<file path="config.mk">
export PLATFORM = sky130hd
export DESIGN_NAME = mdu_ctrl
export DESIGN_NICKNAME = d
export VERILOG_FILES = /design/src/rtl/mdu_ctrl_pkg.sv /design/src/rtl/mdu_ctrl_div_core.sv /design/src/rtl/mdu_ctrl.sv
export SDC_FILE = /design/constraint.sdc
export NUM_CORES = 2
export LEC_CHECK = 0
export BUFFER_PORTS_ARGS = -buffer_cell sky130_fd_sc_hd__buf_2
export CORE_MARGIN = 4
export CORE_UTILIZATION = 65
export DETAILED_ROUTE_END_ITERATION = 12
export GPL_TIMING_DRIVEN = 0
export PLACE_DENSITY = 0.83
export SLEW_MARGIN = 0
export SYNTH_ARGS = -nofsm -noshare
export SYNTH_HDL_FRONTEND = slang
export SYNTH_HIERARCHICAL = 1
export SYNTH_SLANG_ARGS = --single-unit
</file>
<file path="constraint.sdc">
create_clock -name clk -period 5.45 [get_ports clk]
set_input_delay 0.2725 -clock clk [delete_from_list [all_inputs] [get_ports clk]]
set_output_delay 0.2725 -clock clk [all_outputs]
set_load 0.05 [all_outputs]
</file>
<file path="src/rtl/mdu_ctrl_pkg.sv">
// Shared encodings for the multiply/divide sequencer.
// ALU control codes, MDU states and a sign helper.
package mdu_ctrl_pkg;

   localparam logic [4:0] MULT_CONTROL  = 5'b11000;
   localparam logic [4:0] MULTU_CONTROL = 5'b11001;
   localparam logic [4:0] DIV_CONTROL   = 5'b11010;
   localparam logic [4:0] DIVU_CONTROL  = 5'b11011;

   typedef enum logic [1:0] {
      S_IDLE = 2'd0,
      S_DIV  = 2'd1,
      S_DONE = 2'd2
   } mdu_state_e;

   function automatic logic [31:0] neg_if(
      input logic        neg,
      input logic [31:0] v
   );
      return neg ? (~v + 32'd1) : v;
   endfunction

endpackage

</file>
<file path="src/rtl/mdu_ctrl_div_core.sv">
// Restoring divider datapath: one shift/subtract step per step_i.
// rem_o/quo_o show the result of the step taken on the coming edge.
module div_core (
   input  logic        clk,
   input  logic        rst,
   input  logic        load_i,
   input  logic        step_i,
   input  logic [31:0] dividend_i,
   input  logic [31:0] divisor_i,
   output logic [31:0] rem_o,
   output logic [31:0] quo_o
);

   logic [31:0] rem_q, rem_d;
   logic [31:0] quo_q, quo_d;
   logic [31:0] dvs_q, dvs_d;
   logic [32:0] shifted;
   logic [32:0] diff;
   logic        ge;

   // rem stays below the divisor, so the 33-bit borrow is a clean compare
   assign shifted = {rem_q, quo_q[31]};
   assign diff    = shifted - {1'b0, dvs_q};
   assign ge      = ~diff[32];
   assign rem_o   = ge ? diff[31:0] : shifted[31:0];
   assign quo_o   = {quo_q[30:0], ge};

   always_comb begin
      rem_d = rem_q;
      quo_d = quo_q;
      dvs_d = dvs_q;
      if (load_i) begin
         rem_d = '0;
         quo_d = dividend_i;
         dvs_d = divisor_i;
      end else if (step_i) begin
         rem_d = rem_o;
         quo_d = quo_o;
      end
   end

   always_ff @(posedge clk or posedge rst) begin
      if (rst) begin
         rem_q <= '0;
         quo_q <= '0;
         dvs_q <= '0;
      end else begin
         rem_q <= rem_d;
         quo_q <= quo_d;
         dvs_q <= dvs_d;
      end
   end

endmodule

</file>
<file path="src/rtl/mdu_ctrl.sv">
// EX-stage multiply/divide sequencer owning HI/LO.
// Single-cycle multiply, 32-step restoring divide, MTHI/MTLO writes.
module mdu_ctrl
   import mdu_ctrl_pkg::*;
#(
   parameter int DIV_STEPS = 32
) (
   input  logic        clk,
   input  logic        rst,
   input  logic        start,
   input  logic [4:0]  alu_control,
   input  logic [31:0] src_a,
   input  logic [31:0] src_b,
   input  logic        flush,
   input  logic        hi_we,
   input  logic        lo_we,
   input  logic [31:0] wdata,
   output logic        stall_o,
   output logic        done_o,
   output logic        div_zero_o,
   output logic [31:0] hi_o,
   output logic [31:0] lo_o
);

   localparam logic [4:0] LAST_CNT = 5'(DIV_STEPS - 1);

   mdu_state_e  state_q, state_d;
   logic [4:0]  cnt_q, cnt_d;
   logic        dz_q, dz_d;
   logic        qs_q, qs_d;
   logic        rs_q, rs_d;
   logic [31:0] hi_q, hi_d;
   logic [31:0] lo_q, lo_d;

   logic        is_mul, is_div, is_sgn;
   logic        md_start, b_zero, last;
   logic        stall, load, step;
   logic [31:0] a_abs, b_abs;
   logic [31:0] rem_nxt, quo_nxt;
   logic [63:0] mul_a, mul_b, prod;

   assign is_mul = (alu_control == MULT_CONTROL)
                 | (alu_control == MULTU_CONTROL);
   assign is_div = (alu_control == DIV_CONTROL)
                 | (alu_control == DIVU_CONTROL);
   assign is_sgn = (alu_control == MULT_CONTROL)
                 | (alu_control == DIV_CONTROL);

   assign md_start = start & (is_mul | is_div) & ~flush;
   assign b_zero   = (src_b == 32'd0);
   assign last     = (cnt_q == LAST_CNT);

   // sign-extending for MULT makes the low 64 bits the signed product
   assign mul_a = {{32{is_sgn & src_a[31]}}, src_a};
   assign mul_b = {{32{is_sgn & src_b[31]}}, src_b};
   assign prod  = mul_a * mul_b;

   assign a_abs = neg_if(is_sgn & src_a[31], src_a);
   assign b_abs = neg_if(is_sgn & src_b[31], src_b);

   div_core u_div (
      .clk        (clk),
      .rst        (rst),
      .load_i     (load),
      .step_i     (step),
      .dividend_i (a_abs),
      .divisor_i  (b_abs),
      .rem_o      (rem_nxt),
      .quo_o      (quo_nxt)
   );

   always_comb begin
      state_d = state_q;
      stall   = 1'b0;
      load    = 1'b0;
      step    = 1'b0;
      done_o  = 1'b0;
      unique case (state_q)
         S_IDLE: begin
            stall = md_start;
            if (md_start) begin
               if (is_mul || b_zero) begin
                  state_d = S_DONE;
               end else begin
                  load    = 1'b1;
                  state_d = S_DIV;
               end
            end
         end
         S_DIV: begin
            stall = 1'b1;
            if (flush) begin
               state_d = S_IDLE;
            end else begin
               step = 1'b1;
               if (last) state_d = S_DONE;
            end
         end
         S_DONE: begin
            done_o  = 1'b1;
            state_d = S_IDLE;
         end
         default: state_d = S_IDLE;
      endcase
   end

   always_comb begin
      hi_d  = hi_q;
      lo_d  = lo_q;
      dz_d  = dz_q;
      qs_d  = qs_q;
      rs_d  = rs_q;
      cnt_d = cnt_q;
      if (load) begin
         cnt_d = '0;
         qs_d  = is_sgn & (src_a[31] ^ src_b[31]);
         rs_d  = is_sgn & src_a[31];
      end else if (step) begin
         cnt_d = cnt_q + 5'd1;
      end
      if (state_q == S_IDLE) begin
         if (md_start) begin
            if (is_mul) begin
               hi_d = prod[63:32];
               lo_d = prod[31:0];
            end else if (b_zero) begin
               dz_d = 1'b1;
            end
         end else begin
            if (hi_we) hi_d = wdata;
            if (lo_we) lo_d = wdata;
         end
      end
      if (step && last) begin
         lo_d = neg_if(qs_q, quo_nxt);
         hi_d = neg_if(rs_q, rem_nxt);
      end
      if (state_q == S_DONE) dz_d = 1'b0;
   end

   always_ff @(posedge clk or posedge rst) begin
      if (rst) begin
         state_q <= S_IDLE;
         cnt_q   <= '0;
         dz_q    <= 1'b0;
         qs_q    <= 1'b0;
         rs_q    <= 1'b0;
         hi_q    <= '0;
         lo_q    <= '0;
      end else begin
         state_q <= state_d;
         cnt_q   <= cnt_d;
         dz_q    <= dz_d;
         qs_q    <= qs_d;
         rs_q    <= rs_d;
         hi_q    <= hi_d;
         lo_q    <= lo_d;
      end
   end

   // an asserted reset must drop the stall even while EX still holds start
   assign stall_o    = stall & ~rst;
   assign div_zero_o = (state_q == S_DONE) & dz_q;
   assign hi_o       = hi_q;
   assign lo_o       = lo_q;

endmodule

</file>
Yosys cells after proc, flatten, opt, wreduce, memory -nomap -nowiden
Cells that the tools add are included.
- bits in registers: 170
- bits of input ports: 107
- output and inout port bits: 67
- $add $sub $neg: 6
- multipliers: 1
- eq/ne operators: 11
- multiplexer cells: 38
- bitwise gates (word level): 19
- reductions and logical operators: 15
- operators by type and width (kind ; number):
    $mux 32 ; 19
    $add 32x1->32 const B ; 4
    $not 32->32 ; 4
    $mul 33x33->64 ; 1
    $sub 33x32->33 ; 1
    $logic_not 32->1 ; 1
    $eq 5x5->1 const B ; 5
    $mux 1 ; 11
    $mux 5 ; 2
    $reduce_bool 2->1 ; 5
    $mux 2 ; 4
    $and 1x1->1 ; 7
    $reduce_and 3->1 ; 2
    $reduce_bool 3->1 ; 2
    $add 5x1->5 const B ; 1
    $or 1x1->1 ; 4
    $pmux 2 s2 ; 1
    $reduce_and 4->1 ; 1
    $ne 3x2->1 const B ; 1
    $ne 3x3->1 const B ; 1
    $not 1->1 ; 3
    $eq 2x1->1 const B ; 1
    $eq 2x2->1 const B ; 1
    $logic_not 2->1 ; 1
    other kinds (7) ; 7

Depth between registers and ports, before layout
- depth after elaboration: 8
- mapped depth: 32
- mapped depth without buffers: 29

Hierarchy
Netlist, hierarchy kept.
- by module, submodules not included (module ; instances ; cells an instance ; area an instance (sq um) ; seq. area each (sq um)):
    mdu_ctrl ; 1 ; 5091 ; 44427.6 ; 1851.8
    div_core ; 1 ; 798 ; 6929.1 ; 2402.3

Least setup slack after synthesis
No wires, ideal clock.
- kind: input-to-reg
- from: input alu_control[2]
- to: register hi_q[29], in the netlist hi_o[29]
- setup time: 124 ps
- arrival: 8308 ps
- required time: 5326 ps
- slack: -2982 ps
- stages: 30
- path through: nand3b_1 > nor2_1 > and2_1 > clkbuf_1 > clkbuf_1 > nand2_1 > inv_1 > fa_1 > inv_1 > fa_1 > inv_1 > fa_1 > fa_1 > inv_1 > fa_1 > inv_1 > fa_1 > inv_1 > fa_1 > fa_1 > inv_1 > ha_1 > and3_1 > and2_1 > a221oi_1 > o21a_1 > o21ai_0 > a21boi_0 > nor2_1 > a211o_1
- cells in the longest elaborated chain, start to end: 8
- elaborated cells on any way between the ends: 20
- classes of those cells: 1 x mul; 5 x eq/ne; 4 x mux; 8 x bitwise; 2 x reduce/logical
- ends and longest elaborated chain (what ; line ; RTL):
    start, declared ; mdu_ctrl.sv:11 ; input logic [4:0] alu_control,
    $eq 5x5->1, on equally long branches ; n/a ;
    $or 1x1->1, on equally long branches ; mdu_ctrl.sv:47, mdu_ctrl.sv:43, mdu_ctrl.sv:45 ;
    $and 1x1->1 (tied with other cells) ; mdu_ctrl.sv:54 ; assign mul_a = {{32{is_sgn & src_a[31]}}, src_a};
    $mul 33x33->64 / $and 1x1->1 (equally long branches) ; mdu_ctrl.sv:56, mdu_ctrl.sv:49 ;
    $mux 32 / $and 1x1->1 (equally long branches) ; mdu_ctrl.sv:123, mdu_ctrl.sv:49 ;
    $mux 32 ; mdu_ctrl.sv:122 ; if (md_start) begin
    $mux 32 ; mdu_ctrl.sv:121 ; if (state_q == S_IDLE) begin
    $mux 32 ; mdu_ctrl.sv:134 ; if (step && last) begin
    end signal, assigned ; mdu_ctrl.sv:156 ; hi_q <= hi_d;
    end, declared ; mdu_ctrl.sv:32 ; logic [31:0] hi_q, hi_d;
Several ways; a longest one is shown, not always the timed one. The select of a mux whose other input is x is not followed.
A chain may end at the register's enable or synchronous reset.

Worst setup path after layout
- from: input src_b[29]
- to: register hi_q[24], in the netlist hi_o[24]
- cells in the longest elaborated chain, start to end: 5
- ends and longest elaborated chain (what ; line ; RTL):
    start, declared ; mdu_ctrl.sv:13 ; input logic [31:0] src_b,
    $mul 33x33->64 ; mdu_ctrl.sv:56 ; assign prod = mul_a * mul_b;
    $mux 32 ; mdu_ctrl.sv:123 ; if (is_mul) begin
    $mux 32 ; mdu_ctrl.sv:122 ;
    $mux 32 ; mdu_ctrl.sv:121 ;
    $mux 32 ; mdu_ctrl.sv:134 ;
No other way between the ends. The select of a mux whose other input is x is not followed.

==> metrics <==
status=finished, violations left; violated checks=setup timing; DR vias=48500; share of layout cells above drive strength 1=18.6%; Final ANT Viol Nets=0; TritonCTS sink count=170; First-pass DRT Iterations=9; #FFs+latches synth=170; gr usage total=52.4%; synth unique cells=96; largest net degree at the start of global routing=68; Final GP Congestion=1.07; Most common cell on crit path=fa_1; mapped cell area=0.0514 mm2; Final Critical Period=8.01 ns; Die Height=289 um; final count of pins violating max slew=0; Synthesis Warnings=6; Hold Violations, Final=0; die area=0.0836 mm2; Starting Density=66.0%; Worst Tran Pin Value=1.30 ns; initial antenna violation count=30; clk_lat worst skew=0.46 ns; WS Path Type=in2reg; crit path capture type=register; cell row count=102; Top Family by Delay on Critical Path=adder cells; Post-synth ARST share=100%; synthesized instance count=5889; post-synthesis sequential area ratio=8.28%; Slew HR=12.9%; grt ovf=0; critical path's slowest cell=clkbuf_1; Nets=7756; # H-tree levels=4; Syn Area/Cell=8.72 um2; setup slack after layout=-2.56 ns; Die Width=289 um; first-pass GRT wire length=314000 um; number of global-route vias before repair=48500; hpwl dp=165000 um; Max Cap Viol=0; CP required=5.75 ns; CTS Buf Count=17; Worst path max stage delay=0.79 ns; area grow syn2layout=19.4%; Setup-failing EPs final=53; CTS tree=yes; unrepaired setup endpoints after global routing=yes; Iter 0 DRT Violations=6866; most common cell after layout, fill and taps aside=inv_1; Reg clk slew, reported paths=0.07 ns; Fillers=4981; CP bufs+invs=6; Post-synth EDFFs=0; Hold/Removal Path Class=in2reg; crit-path max FO=10; vias per cell=6.60; crit share post-route=147%; CTS Root Cell=clkbuf_16; skew final=0.0137 ns; DRC=0; most frequent cells in the layout=inv_1, fa_1, nand2_1, and2_1, buf_4; WL/cell=30.4 um; ys flop type=dfrtp_1; Post-Syn Nets=7373; f_max=0.125 GHz; Crit path arrival time=8.31 ns; I/O Pins=174; Core Area=0.0778 mm2; count of buffers from port buffering=121; Max clock buf depth=2; overall routed net length=224000 um; TNS Setup=-92.78 ns; Hold WS=0.104 ns; Critical Path Start Type=input port; Post-Route Utilization=78.8%
## worst paths after layout
kind,start,to,slack (ns),cells after the start
max,src_b[29],hi_o[24],-2.56,25
min,wdata[13],hi_o[13],0.10,3
max reg2reg,u_div/quo_q[31],hi_o[15],-0.57,22
min reg2reg,u_div/dvs_q[16],u_div/dvs_q[16],0.54,2
max in group asynchronous,rst,u_div/quo_q[8],4.26,4
min in group asynchronous,rst,cnt_q[1],0.31,3
## per-stage QoR
step	cells	worst slack (ns)	area, um2
2_1_floorplan	5889	-2.25	52500
3_3_place_gp	7050	-4.41	54400
3_5_place_dp	7052	-4.37	54500
4_1_cts	7249	-2.24	59900
5_1_grt	7327	-2.60	61300
6_report	7347	-2.56	61300
## repair_timing
| item | CTS | global route |
|---|---|---|
| resized for setup | 756 | 231 |
| pin swaps | 247 | 167 |
| endpoints found under the setup margin | 55 | 54 |
| hold buffers | 1 | 0 |
| setup buffers | 171 | 91 |
| hold endpoints to repair | 40 | 0 |
| cloned | 1 | 3 |
## final cells by class
type	count	area, um2	share of cell area [%]
Inverter	1220	4630	7.55
Multi-Input combinational cell	4097	43300	70.6
Antenna cell	22	55.1	0.0898
Tap cell	1040	1300	2.12
Clock inverter	13	169	0.275
Sequential cell	170	4250	6.94
Clock buffer	19	433	0.706
Buffer	388	4110	6.71
Timing Repair Buffer	378	3050	4.98
## Yosys cell counts (32+ instances only)
master	instances	share of area (%)
o21a_1	37	0.54
a21o_1	36	0.53
o211ai_1	41	0.60
and2_1	301	3.7
clkbuf_1	311	2.3
nand3_1	51	0.50
nand2_1	1007	7.4
buf_1	39	0.29
fa_1	1126	44
xnor2_1	98	1.7
buf_4	32	0.47
dfrtp_1	170	8.3
nor3_1	42	0.41
xor2_1	102	1.7
ha_1	251	6.1
o21ai_0	203	2.0
a21oi_1	146	1.4
mux2i_1	46	0.90
inv_1	1218	8.9
o31ai_1	32	0.47
nor2_1	196	1.4
## state kept, by name, indices dropped and copies added, names as in the netlist
name	count
cnt_q	5
dz_q	1
hi_o	32
lo_o	32
qs_q	1
rs_q	1
state_q	2
u_div/dvs_q	32
u_div/quo_q	32
u_div/rem_q	32
## worst min-delay path, delay by kind of cell
kind | cells | cell delay, ns
buf+inv | 1 | 0.09
compound gates | 2 | 0.16
## cell families after synthesis
logic type	synth area share, %
XOR/XNOR	3.46
adder cells (fa/ha/maj)	50.0
AO/OA/AOI/OAI	8.64
flip-flops	8.28
buffers and inverters	12.2
multiplexers	1.64
AND/OR/NAND/NOR	15.7
## per-layer routing
metal  vias up  track usage (%)  part of all wire (%)
met4        24             38.6                    11
met2      4682             72.5                    40
met1     23700             64.4                    32
li1      18600                -                     -
met3      1509             24.0                    18
met5         -            0.814                 0.086
Power is not shown: default switching activity piles up to over one toggle a cycle in this logic, so the estimate is an artifact.
